### config.mk
export PLATFORM = sky130hd
export DESIGN_NAME = word_serializer_flat
export DESIGN_NICKNAME = d
export VERILOG_FILES = /design/src/rtl/ser_pkg.sv /design/src/rtl/word_serializer_if.sv /design/src/rtl/ser_hold_buf.sv /design/src/rtl/word_serializer.sv /design/src/flat_wrapper.sv
export SDC_FILE = /design/constraint.sdc
export NUM_CORES = 1
export LEC_CHECK = 0
export ABC_AREA = 1
export CAP_MARGIN = 20
export CORE_MARGIN = 2
export CORE_UTILIZATION = 30
export CTS_CLUSTER_DIAMETER = 50
export DETAILED_ROUTE_END_ITERATION = 8
export HOLD_SLACK_MARGIN = 0.15
export PLACE_DENSITY = 0.58
export RECOVER_POWER = 100
export SLEW_MARGIN = 10
export SYNTH_ARGS = -nofsm -noshare
export SYNTH_HDL_FRONTEND = slang
export SYNTH_SLANG_ARGS = --single-unit
### constraint.sdc
create_clock -name clk -period 2.2 [get_ports clk]
set_input_delay 0.33 -clock clk [delete_from_list [all_inputs] [get_ports clk]]
set_output_delay 0.33 -clock clk [all_outputs]
set_load 0.01 [all_outputs]
### src/rtl/ser_pkg.sv
// Shared state encoding and sizing helper for the word serializer.
package ser_pkg;

  typedef logic state_t;

  localparam state_t ST_IDLE  = 1'b0;
  localparam state_t ST_SHIFT = 1'b1;

  // Counter width for values 0..n-1, never narrower than one bit.
  function automatic int unsigned clog2_min1(input int unsigned n);
    return (n <= 2) ? 1 : $clog2(n);
  endfunction

endpackage

### src/rtl/word_serializer_if.sv
// Parallel word handshake plus serial frame outputs of the word serializer.
interface word_serializer_if #(
  parameter int unsigned WIDTH = 32
) ();

  logic [WIDTH-1:0] s_data;
  logic             s_valid;
  logic             s_ready;
  logic             ser_out;
  logic             ser_valid;
  logic             ser_frame;
  logic             done;
  logic             busy;

  modport master (
    output s_data,
    output s_valid,
    input  s_ready,
    input  ser_out,
    input  ser_valid,
    input  ser_frame,
    input  done,
    input  busy
  );

  modport slave (
    input  s_data,
    input  s_valid,
    output s_ready,
    output ser_out,
    output ser_valid,
    output ser_frame,
    output done,
    output busy
  );

endinterface

### src/rtl/ser_hold_buf.sv
// One-entry holding buffer; ready depends only on the registered full flag and reset.
module ser_hold_buf #(
  parameter int unsigned WIDTH = 32
) (
  input  logic             clk,
  input  logic             rst,
  input  logic [WIDTH-1:0] in_data,
  input  logic             in_valid,
  output logic             in_ready,
  output logic [WIDTH-1:0] out_data,
  output logic             out_full,
  input  logic             pop
);

  logic [WIDTH-1:0] hold_q;
  logic             full_q;

  assign in_ready = ~full_q & ~rst;
  assign out_data = hold_q;
  assign out_full = full_q;

  // Accept and pop are mutually exclusive since in_ready is low while full.
  always_ff @(posedge clk) begin
    if (rst) begin
      hold_q <= '0;
      full_q <= 1'b0;
    end else if (in_valid && in_ready) begin
      hold_q <= in_data;
      full_q <= 1'b1;
    end else if (pop) begin
      full_q <= 1'b0;
    end
  end

endmodule

### src/rtl/word_serializer.sv
// Parallel-in / serial-out frame transmitter: one bit every DIV cycles, back-to-back frames.
module word_serializer
  import ser_pkg::*;
#(
  parameter int unsigned WIDTH     = 32,
  parameter int unsigned DIV       = 4,
  parameter bit          MSB_FIRST = 1'b0
) (
  input  logic              clk,
  input  logic              rst,
  word_serializer_if.slave  bus
);

  localparam int unsigned BitCntW = clog2_min1(WIDTH);
  localparam int unsigned DivCntW = clog2_min1(DIV);

  state_t             state_q, state_d;
  logic [WIDTH-1:0]   shreg_q, shreg_d;
  logic [BitCntW-1:0] bit_cnt_q, bit_cnt_d;
  logic [DivCntW-1:0] div_cnt_q, div_cnt_d;

  logic [WIDTH-1:0] hold_data;
  logic             hold_full;
  logic             pop;
  logic             div_last;
  logic             bit_last;
  logic [WIDTH-1:0] shifted;

  ser_hold_buf #(
    .WIDTH (WIDTH)
  ) u_hold_buf (
    .clk      (clk),
    .rst      (rst),
    .in_data  (bus.s_data),
    .in_valid (bus.s_valid),
    .in_ready (bus.s_ready),
    .out_data (hold_data),
    .out_full (hold_full),
    .pop      (pop)
  );

  assign div_last = (div_cnt_q == DivCntW'(DIV - 1));
  assign bit_last = (bit_cnt_q == BitCntW'(WIDTH - 1));
  assign shifted  = MSB_FIRST ? {shreg_q[WIDTH-2:0], 1'b0} : {1'b0, shreg_q[WIDTH-1:1]};

  always_ff @(posedge clk) begin
    if (rst) begin
      state_q   <= ST_IDLE;
      shreg_q   <= '0;
      bit_cnt_q <= '0;
      div_cnt_q <= '0;
    end else begin
      state_q   <= state_d;
      shreg_q   <= shreg_d;
      bit_cnt_q <= bit_cnt_d;
      div_cnt_q <= div_cnt_d;
    end
  end

  always_comb begin
    state_d   = state_q;
    shreg_d   = shreg_q;
    bit_cnt_d = bit_cnt_q;
    div_cnt_d = div_cnt_q;
    pop       = 1'b0;
    unique case (state_q)
      ST_IDLE: begin
        if (hold_full) begin
          shreg_d   = hold_data;
          bit_cnt_d = '0;
          div_cnt_d = '0;
          pop       = 1'b1;
          state_d   = ST_SHIFT;
        end
      end
      ST_SHIFT: begin
        if (!div_last) begin
          div_cnt_d = div_cnt_q + DivCntW'(1);
        end else begin
          div_cnt_d = '0;
          if (!bit_last) begin
            bit_cnt_d = bit_cnt_q + BitCntW'(1);
            shreg_d   = shifted;
          end else if (hold_full) begin
            // Back-to-back: next word starts with no idle cycle.
            shreg_d   = hold_data;
            bit_cnt_d = '0;
            pop       = 1'b1;
          end else begin
            shreg_d   = '0;
            bit_cnt_d = '0;
            state_d   = ST_IDLE;
          end
        end
      end
      default: state_d = ST_IDLE;
    endcase
  end

  always_comb begin
    bus.busy      = (state_q == ST_SHIFT);
    bus.ser_valid = (state_q == ST_SHIFT);
    bus.ser_out   = (state_q == ST_SHIFT) &
                    (MSB_FIRST ? shreg_q[WIDTH-1] : shreg_q[0]);
    bus.ser_frame = (state_q == ST_SHIFT) & (bit_cnt_q == '0);
    bus.done      = (state_q == ST_SHIFT) & bit_last & div_last;
  end

endmodule

### src/flat_wrapper.sv
// flat-port wrapper written by rule: the top's interface ports become plain ports
module word_serializer_flat import ser_pkg::*;
#(
  parameter int unsigned WIDTH     = 32,
  parameter int unsigned DIV       = 4,
  parameter bit          MSB_FIRST = 1'b0
)
  (clk, rst, bus_s_data, bus_s_valid, bus_s_ready, bus_ser_out, bus_ser_valid, bus_ser_frame, bus_done, bus_busy);
  word_serializer_if #(.WIDTH(WIDTH)) bus_i ();
  input  logic clk;
  input  logic rst;
  input wire logic [$bits(bus_i.s_data)-1:0] bus_s_data;
  input wire logic [$bits(bus_i.s_valid)-1:0] bus_s_valid;
  output wire logic [$bits(bus_i.s_ready)-1:0] bus_s_ready;
  output wire logic [$bits(bus_i.ser_out)-1:0] bus_ser_out;
  output wire logic [$bits(bus_i.ser_valid)-1:0] bus_ser_valid;
  output wire logic [$bits(bus_i.ser_frame)-1:0] bus_ser_frame;
  output wire logic [$bits(bus_i.done)-1:0] bus_done;
  output wire logic [$bits(bus_i.busy)-1:0] bus_busy;
  assign bus_i.s_data = bus_s_data;
  assign bus_i.s_valid = bus_s_valid;
  assign bus_s_ready = bus_i.s_ready;
  assign bus_ser_out = bus_i.ser_out;
  assign bus_ser_valid = bus_i.ser_valid;
  assign bus_ser_frame = bus_i.ser_frame;
  assign bus_done = bus_i.done;
  assign bus_busy = bus_i.busy;
  word_serializer #(.WIDTH(WIDTH), .DIV(DIV), .MSB_FIRST(MSB_FIRST)) u_core (.clk(clk), .rst(rst), .bus(bus_i));
endmodule
==> results of run 1 <==
[how the worst min path moves through the flow]
stage                                                 to                      startpoint  depth (start not counted)  slack, ns
after floorplan           u_core.u_hold_buf.out_data[15]                  bus_s_data[15]                          2       0.43
after global placement     u_core.u_hold_buf.out_data[5]   u_core.u_hold_buf.out_data[5]                          2       0.46
after detailed placement   u_core.u_hold_buf.out_data[2]   u_core.u_hold_buf.out_data[2]                          2       0.46
after CTS                  u_core.u_hold_buf.out_data[2]   u_core.u_hold_buf.out_data[2]                          2       0.47
after global routing                  u_core.shreg_q[12]  u_core.u_hold_buf.out_data[12]                          2       0.49
final                      u_core.u_hold_buf.out_data[2]   u_core.u_hold_buf.out_data[2]                          2       0.47
[metrics by stage]
stage               total power [uW]  hold slack [ns]  worst slack, ns  util [%]  instances
floorplan                       1854           0.4331           0.5375         -        448
global placement                1989           0.4571           0.2387     35.01        610
detailed placement              1998           0.4633           0.1893     35.01        610
CTS                             3084           0.4738          0.08887     36.94        626
global route                    3204           0.4878          0.03848     36.26        626
finish                          3029           0.4702           0.2007     36.26        626
[cell usage in the layout (no fill, tap or decap), types with 2 or more instances in the layout]
cell,synthesis,routed
sky130_fd_sc_hd__nand2_1,135,136
sky130_fd_sc_hd__buf_4,1,8
sky130_fd_sc_hd__inv_1,35,36
sky130_fd_sc_hd__clkbuf_1,6,5
sky130_fd_sc_hd__nand4_1,13,13
sky130_fd_sc_hd__ha_1,4,4
sky130_fd_sc_hd__nor2_1,8,8
sky130_fd_sc_hd__a21oi_2,3,2
sky130_fd_sc_hd__nand2_4,3,3
sky130_fd_sc_hd__o21ai_0,22,22
sky130_fd_sc_hd__a21oi_1,14,15
sky130_fd_sc_hd__inv_2,4,4
sky130_fd_sc_hd__clkbuf_8,0,12
sky130_fd_sc_hd__dlygate4sd3_1,0,3
sky130_fd_sc_hd__clkdlybuf4s50_1,0,35
sky130_fd_sc_hd__dfxtp_1,73,72
sky130_fd_sc_hd__clkbuf_2,0,2
sky130_fd_sc_hd__nand3_1,87,96
[registers in the layout, summed over array words and instances, names as in the netlist]
register / count
u_core.bus.busy: 1
u_core.shreg_q: 32
u_core.u_hold_buf.out_data: 32
u_core.div_cnt_q: 2
u_core.u_hold_buf.out_full: 1
u_core.bit_cnt_q: 5
[cell usage after synthesis (all sizes together)]
cell type	n
o31ai	1
o21ai	22
nor2	9
dfxtp	73
a21oi	17
nor3	1
buf	24
inv	40
nand2	140
nand3	97
nand4	13
a22oi	1
clkbuf	6
ha	4
[power by group through the flow]
stage / registers (uW) / clock network (uW) / logic, uW
4_1_cts: 1490 / 1110 / 482
3_5_place_dp: 1520 / 0 / 479
2_1_floorplan: 1510 / 0 / 348
3_3_place_gp: 1520 / 0 / 474
5_1_grt: 1500 / 1170 / 533
6_report: 1490 / 1090 / 455
[cells by family (layout without fill, tap and decap cells)]
kind of cell             count (synthesis)  count (layout)  synth area share, %
AND/OR/NAND/NOR                        260             260                36.98
flip-flops                              73              73                44.61
buffers and inverters                   70             108                10.12
AO/OA/AOI/OAI                           41              41                6.761
adder cells (fa/ha/maj)                  4               4                1.528
[final cells by class]
cell class	instances	share of cell area (%)
timing repair buffer	52	12.04
tap	140	4.496
sequential	73	37.54
clock inverter	2	0.8992
clock buffer	14	4.432
multi-input combinational	305	36.74
inverter	40	3.854
[layer usage]
| metal | wire [um] | vias to the layer above | global-route usage, % |
|---|---|---|---|
| met1 | 3800 | 1312 | 19.28 |
| li1 | - | 1528 | - |
| met4 | 72 | 0 | 5.311 |
| met2 | 3265 | 51 | 19.55 |
| met5 | 0 | - | 0 |
| met3 | 244 | 4 | 3.134 |
[timing repair]
action | CTS | global route
gates resized for setup | 1 | 5
setup endpoints to repair | 1 | 2
hold buffers | 0 | 0
[worst reg2reg max path, delay by kind of cell, from the launching register on]
kind	cells	cell delay [ns]
and+or+nand+nor	8	0.84
buffers and inverters	2	0.28
DFF	1	0.35
adders and majority gates	2	0.43
==> out/results.ini, run 1 <==
[run_status]
result_of_the_run=completed

[finish]
stdcell_area_um2=3896
multi_input_area_um2=1431
areaGrowthSynthToFinish_pct=18.95
final_layout_size_suffix_gt1_share_pct=7.819
area.sequential_um2=1463
insertedDiodeCount=0
layout.nets=520
fillers=1193

[sta]
finClkSkew_ns=0.009659
max_freq_ghz=0.5002
timing.final.max_slew_violations=0
tns_ns=0
final.min_clock_period_ns=1.999
setup-violations-final=0
max_slew_margin_pct=32.54
timing.final.crit_share_pct=90.88
timing_worst_slew_pin_value_ns=1.011
finalHoldViolations=0
grt_setup_unrepaired=no

[place]
post-dp-hpwl_um=4871
dpl-instance-area_um2=3762
gp_congestion=0.7811
port_buffers=40

[drt]
drc=0
avgRoutedWirePerCell_um=11.79
wirelength_um=7382
drtPass1Iterations=4
postRouteAntennaNets=0
vias=2895
drt_first_iter_violations=140
viasPerCell=4.625

[worst_setup_path]
reg2reg_depth=12
critPathSlowestCell=sky130_fd_sc_hd__clkdlybuf4s50_1
sequence_of_cells_on_the_critical_path=buf_4, nand2_1, inv_1, clkdlybuf4s50_1
timing.critical_path.to_type=output port
required_ns=1.87
startpoint_class_of_the_critical_path=flip-flop
worstPathBufferInverterCount=3
critPathKind=reg -> out
worst_path_largest_cell_delay_ns=0.52
worst_r2r_startpoint=u_core.bit_cnt_q[0]
worst-endpoint-arrival_ns=1.67
last_element_of_the_critical_path=bus_ser_out
register_to_register_setup_slack_ns=0.26
timing.critical_path.depth=4
crit_start=u_core.bus.busy
regToRegEndpoint=u_core.shreg_q[0]
timing.critical_path.max_delay_family=buffers and inverters
crit_path_max_fanout=7

[min_path]
min-delay-path-class=reg -> reg

[yosys]
synth.avg_cell_area_um2=7.312
yosysSeqAreaShare_pct=44.61
post_synth_top_area_share_pct=44.61
synth_top_cells_by_area=sky130_fd_sc_hd__dfxtp_1 (45%), sky130_fd_sc_hd__nand2_1 (15%), sky130_fd_sc_hd__nand3_1 (13%)
flip_flop_and_latch_count_after_synthesis=73
synth_cells=448
yosys_warnings=0
post_synth_instance_area_um2=3276
yosysTopAreaCell=sky130_fd_sc_hd__dfxtp_1
synthDistinctLibCells=24
synth.net_count=487

[clocking]
cts.sinks=73
clkSlewWorstSetupHoldPaths_ns=0.08
cts_htree_levels=3
cts_root_buf=sky130_fd_sc_hd__clkbuf_8
cts_buffers=9
clockBufferDepth=2
insertion_delay_ns=0.34
cts_setup_buffers=0
cts_tree=yes

[power_and_ir_drop]
p_int_uw=2225
power.ir.vdd_worst_mv=0.2549
leakagePower_uw=0.001755
power.sequential.fraction_pct=49.0
p_comb_share_pct=15.0
clkPwrFrac_pct=35.9
powerDensity_nw_per_um2=777.5
p_switching_uw=803.7
switching_share_pct=26.53

[die]
die_y_um=108.5
dieArea_um2=11770
floorplan.initialDensity_pct=30.48
fp.dieW_um=108.5
core_um2=10750
boundaryPins=41
rows=38

[global_routing]
antenna_found_initial=0
grt_first_pass_wirelength_um=12590
grt_start_max_net_pins=45
via_count_of_the_first_global_routing_pass=2690
groute.usage.overall_pct=13.51
gr-total-overflow=0

[job]
cap_violations=0

Power figures use the tool's default switching activity.
==> inputs of run 2 (changes only) <==
--- a/config.mk
+++ b/config.mk
@@ -11,9 +11,10 @@
 export CORE_UTILIZATION = 30
 export CTS_CLUSTER_DIAMETER = 50
 export DETAILED_ROUTE_END_ITERATION = 8
+export DONT_BUFFER_PORTS = 1
 export HOLD_SLACK_MARGIN = 0.15
-export PLACE_DENSITY = 0.58
-export RECOVER_POWER = 100
+export PLACE_DENSITY = 0.55
+export RECOVER_POWER = 50
 export SLEW_MARGIN = 10
 export SYNTH_ARGS = -nofsm -noshare
 export SYNTH_HDL_FRONTEND = slang
==> constraint.sdc (replaced) <==
create_clock -name clk -period 1.78 [get_ports clk]
set_input_delay 0.267 -clock clk [delete_from_list [all_inputs] [get_ports clk]]
set_output_delay 0.267 -clock clk [all_outputs]
set_load 0.01 [all_outputs]
==> out/results.ini, run 2 (synthesis gave the netlist of run 1 again) <==
[sta]
final.min_clock_period_ns=1.711
finalHoldWorstSlack_ns=0.2695
max_slew_margin_pct=46.17
timing.final.crit_share_pct=96.13
timing.final.max_slew_violations=0
timing_worst_slew_pin_value_ns=0.8048
setup-violations-final=0
grt_setup_unrepaired=yes
tns_ns=0
max_freq_ghz=0.5844
finalHoldViolations=0
finClkSkew_ns=0.01277

[worst_setup_path]
last_element_of_the_critical_path=bus_done
crit_start=u_core.bit_cnt_q[1]
register_to_register_setup_slack_ns=0.18
startpoint_class_of_the_critical_path=flip-flop
regToRegEndpoint=u_core.shreg_q[2]
crit_path_max_fanout=3
reg2reg_depth=9
timing.critical_path.to_type=output port
critPathKind=reg -> out
worst_r2r_startpoint=u_core.bit_cnt_q[1]
required_ns=1.51
worst-endpoint-arrival_ns=1.44

[finish]
multi_input_area_um2=1515
areaGrowthSynthToFinish_pct=22.00
insertedDiodeCount=0
final_layout_size_suffix_gt1_share_pct=13.25
mostFrequentLayoutCells=sky130_fd_sc_hd__nand2_1 (134), sky130_fd_sc_hd__nand3_1 (87), sky130_fd_sc_hd__dfxtp_1 (69)
layout.nets=517
layout.cells.most_common=sky130_fd_sc_hd__nand2_1
area.sequential_um2=1466
fillers=1132

[die]
dieArea_um2=11770
core_um2=10750
boundaryPins=41
floorplan.initialDensity_pct=30.48
die_y_um=108.5
fp.dieW_um=108.5
rows=38

[global_routing]
via_count_of_the_first_global_routing_pass=2915
gr-total-overflow=0
grt_start_max_net_pins=51
grt_first_pass_wirelength_um=13570
groute.usage.overall_pct=14.61
antenna_found_initial=0

[power_and_ir_drop]
powerDensity_nw_per_um2=959.4
power.ir.vdd_worst_mv=0.4398
leakagePower_uw=0.001773

[clocking]
cts_buffers=9
cts_htree_levels=3
clkSlewWorstSetupHoldPaths_ns=0.08
cts.sinks=73
insertion_delay_ns=0.36
clockBufferDepth=2
cts_root_buf=sky130_fd_sc_hd__clkbuf_8
cts_tree=yes

[place]
gp_congestion=0.7757
post-dp-hpwl_um=4910
port_buffers=0

[run_status]
result_of_the_run=completed

[drt]
avgRoutedWirePerCell_um=12.56
vias=2925
wirelength_um=7822
drc=0
postRouteAntennaNets=0
drt_first_iter_violations=181
drtPass1Iterations=4
viasPerCell=4.695

[job]
cap_violations=0

[min_path]
hold_depth=3
min-delay-path-class=in -> reg

[run 2: cell type report]
| cell class | instances | area share, % |
|---|---|---|
| multi-input cells | 305 | 37.91 |
| flip-flops and latches | 73 | 36.69 |
| repair buffers | 49 | 11.74 |
| well taps | 140 | 4.383 |
| inverters | 40 | 4.008 |
| clock buffers | 11 | 3.287 |
| clock inverters | 5 | 1.972 |
[run 2: worst min path at each step]
| stage | to | slack, ns | from |
|---|---|---|---|
| 3_5_place_dp | u_core.bit_cnt_q[1] | 0.34 | rst |
| 3_3_place_gp | u_core.bit_cnt_q[3] | 0.33 | rst |
| 5_1_grt | u_core.shreg_q[29] | 0.30 | rst |
| 2_1_floorplan | u_core.u_hold_buf.out_data[15] | 0.37 | bus_s_data[15] |
| 6_report | u_core.bit_cnt_q[0] | 0.27 | rst |
| 4_1_cts | u_core.shreg_q[29] | 0.25 | rst |
[run 2: per-stage QoR]
| stage | util, % | cell area [um2] | std cells | setup slack, ns | power (uW) |
|---|---|---|---|---|---|
| after global routing | 37.19 | 3996 | 623 | -0.01960 | 4029 |
| final | 37.19 | 3996 | 623 | 0.06893 | 3834 |
| after detailed placement | 31.80 | 3417 | 574 | 0.1413 | 2392 |
| after global placement | 31.80 | 3417 | 574 | 0.1528 | 2381 |
| after CTS | 36.90 | 3965 | 623 | 0.009021 | 3871 |
| after floorplan | - | 3276 | 448 | 0.1805 | 2291 |
[run 2: metal layers]
metal	up-vias	share of wire (%)	track usage (%)
li1	1520	-	-
met1	1336	47	18.51
met2	51	46	22.77
met3	18	4.2	3.436
met4	0	2.6	8.150
met5	-	0	0
[run 2: critical path, cell delays in order, from the launching register on]
cell and delay [ns]:
sky130_fd_sc_hd__dfxtp_2 0.36, sky130_fd_sc_hd__ha_4 0.14, sky130_fd_sc_hd__nand2_2 0.06, sky130_fd_sc_hd__nor2_2 0.11
sky130_fd_sc_hd__ha_2 0.21, sky130_fd_sc_hd__inv_4 0.05, sky130_fd_sc_hd__nor2_4 0.15
[run 2: timing repair]
action | 4_1_cts | 5_1_grt
hold endpoints to repair | 50 | 0
resized for setup | 2 | 16
hold buffers | 33 | 0
setup buffers | 0 | 0
endpoints found under the setup margin | 1 | 31
pin swaps | 1 | 3
[run 2: power by group]
group	total [uW]	switching, uW	internal, uW
clock network	1420	626	790
registers	1840	70.6	1770
logic	577	365	213
total	3830	1060	2770
==> inputs of run 3 (changes only) <==
--- a/config.mk
+++ b/config.mk
@@ -10,6 +10,7 @@
 export CORE_MARGIN = 2
 export CORE_UTILIZATION = 30
 export CTS_CLUSTER_DIAMETER = 50
+export CTS_CLUSTER_SIZE = 20
 export DETAILED_ROUTE_END_ITERATION = 8
 export DONT_BUFFER_PORTS = 1
 export HOLD_SLACK_MARGIN = 0.15
==> results of run 3 <==
Final layout, timing and power as in run 2 (identical DEF).
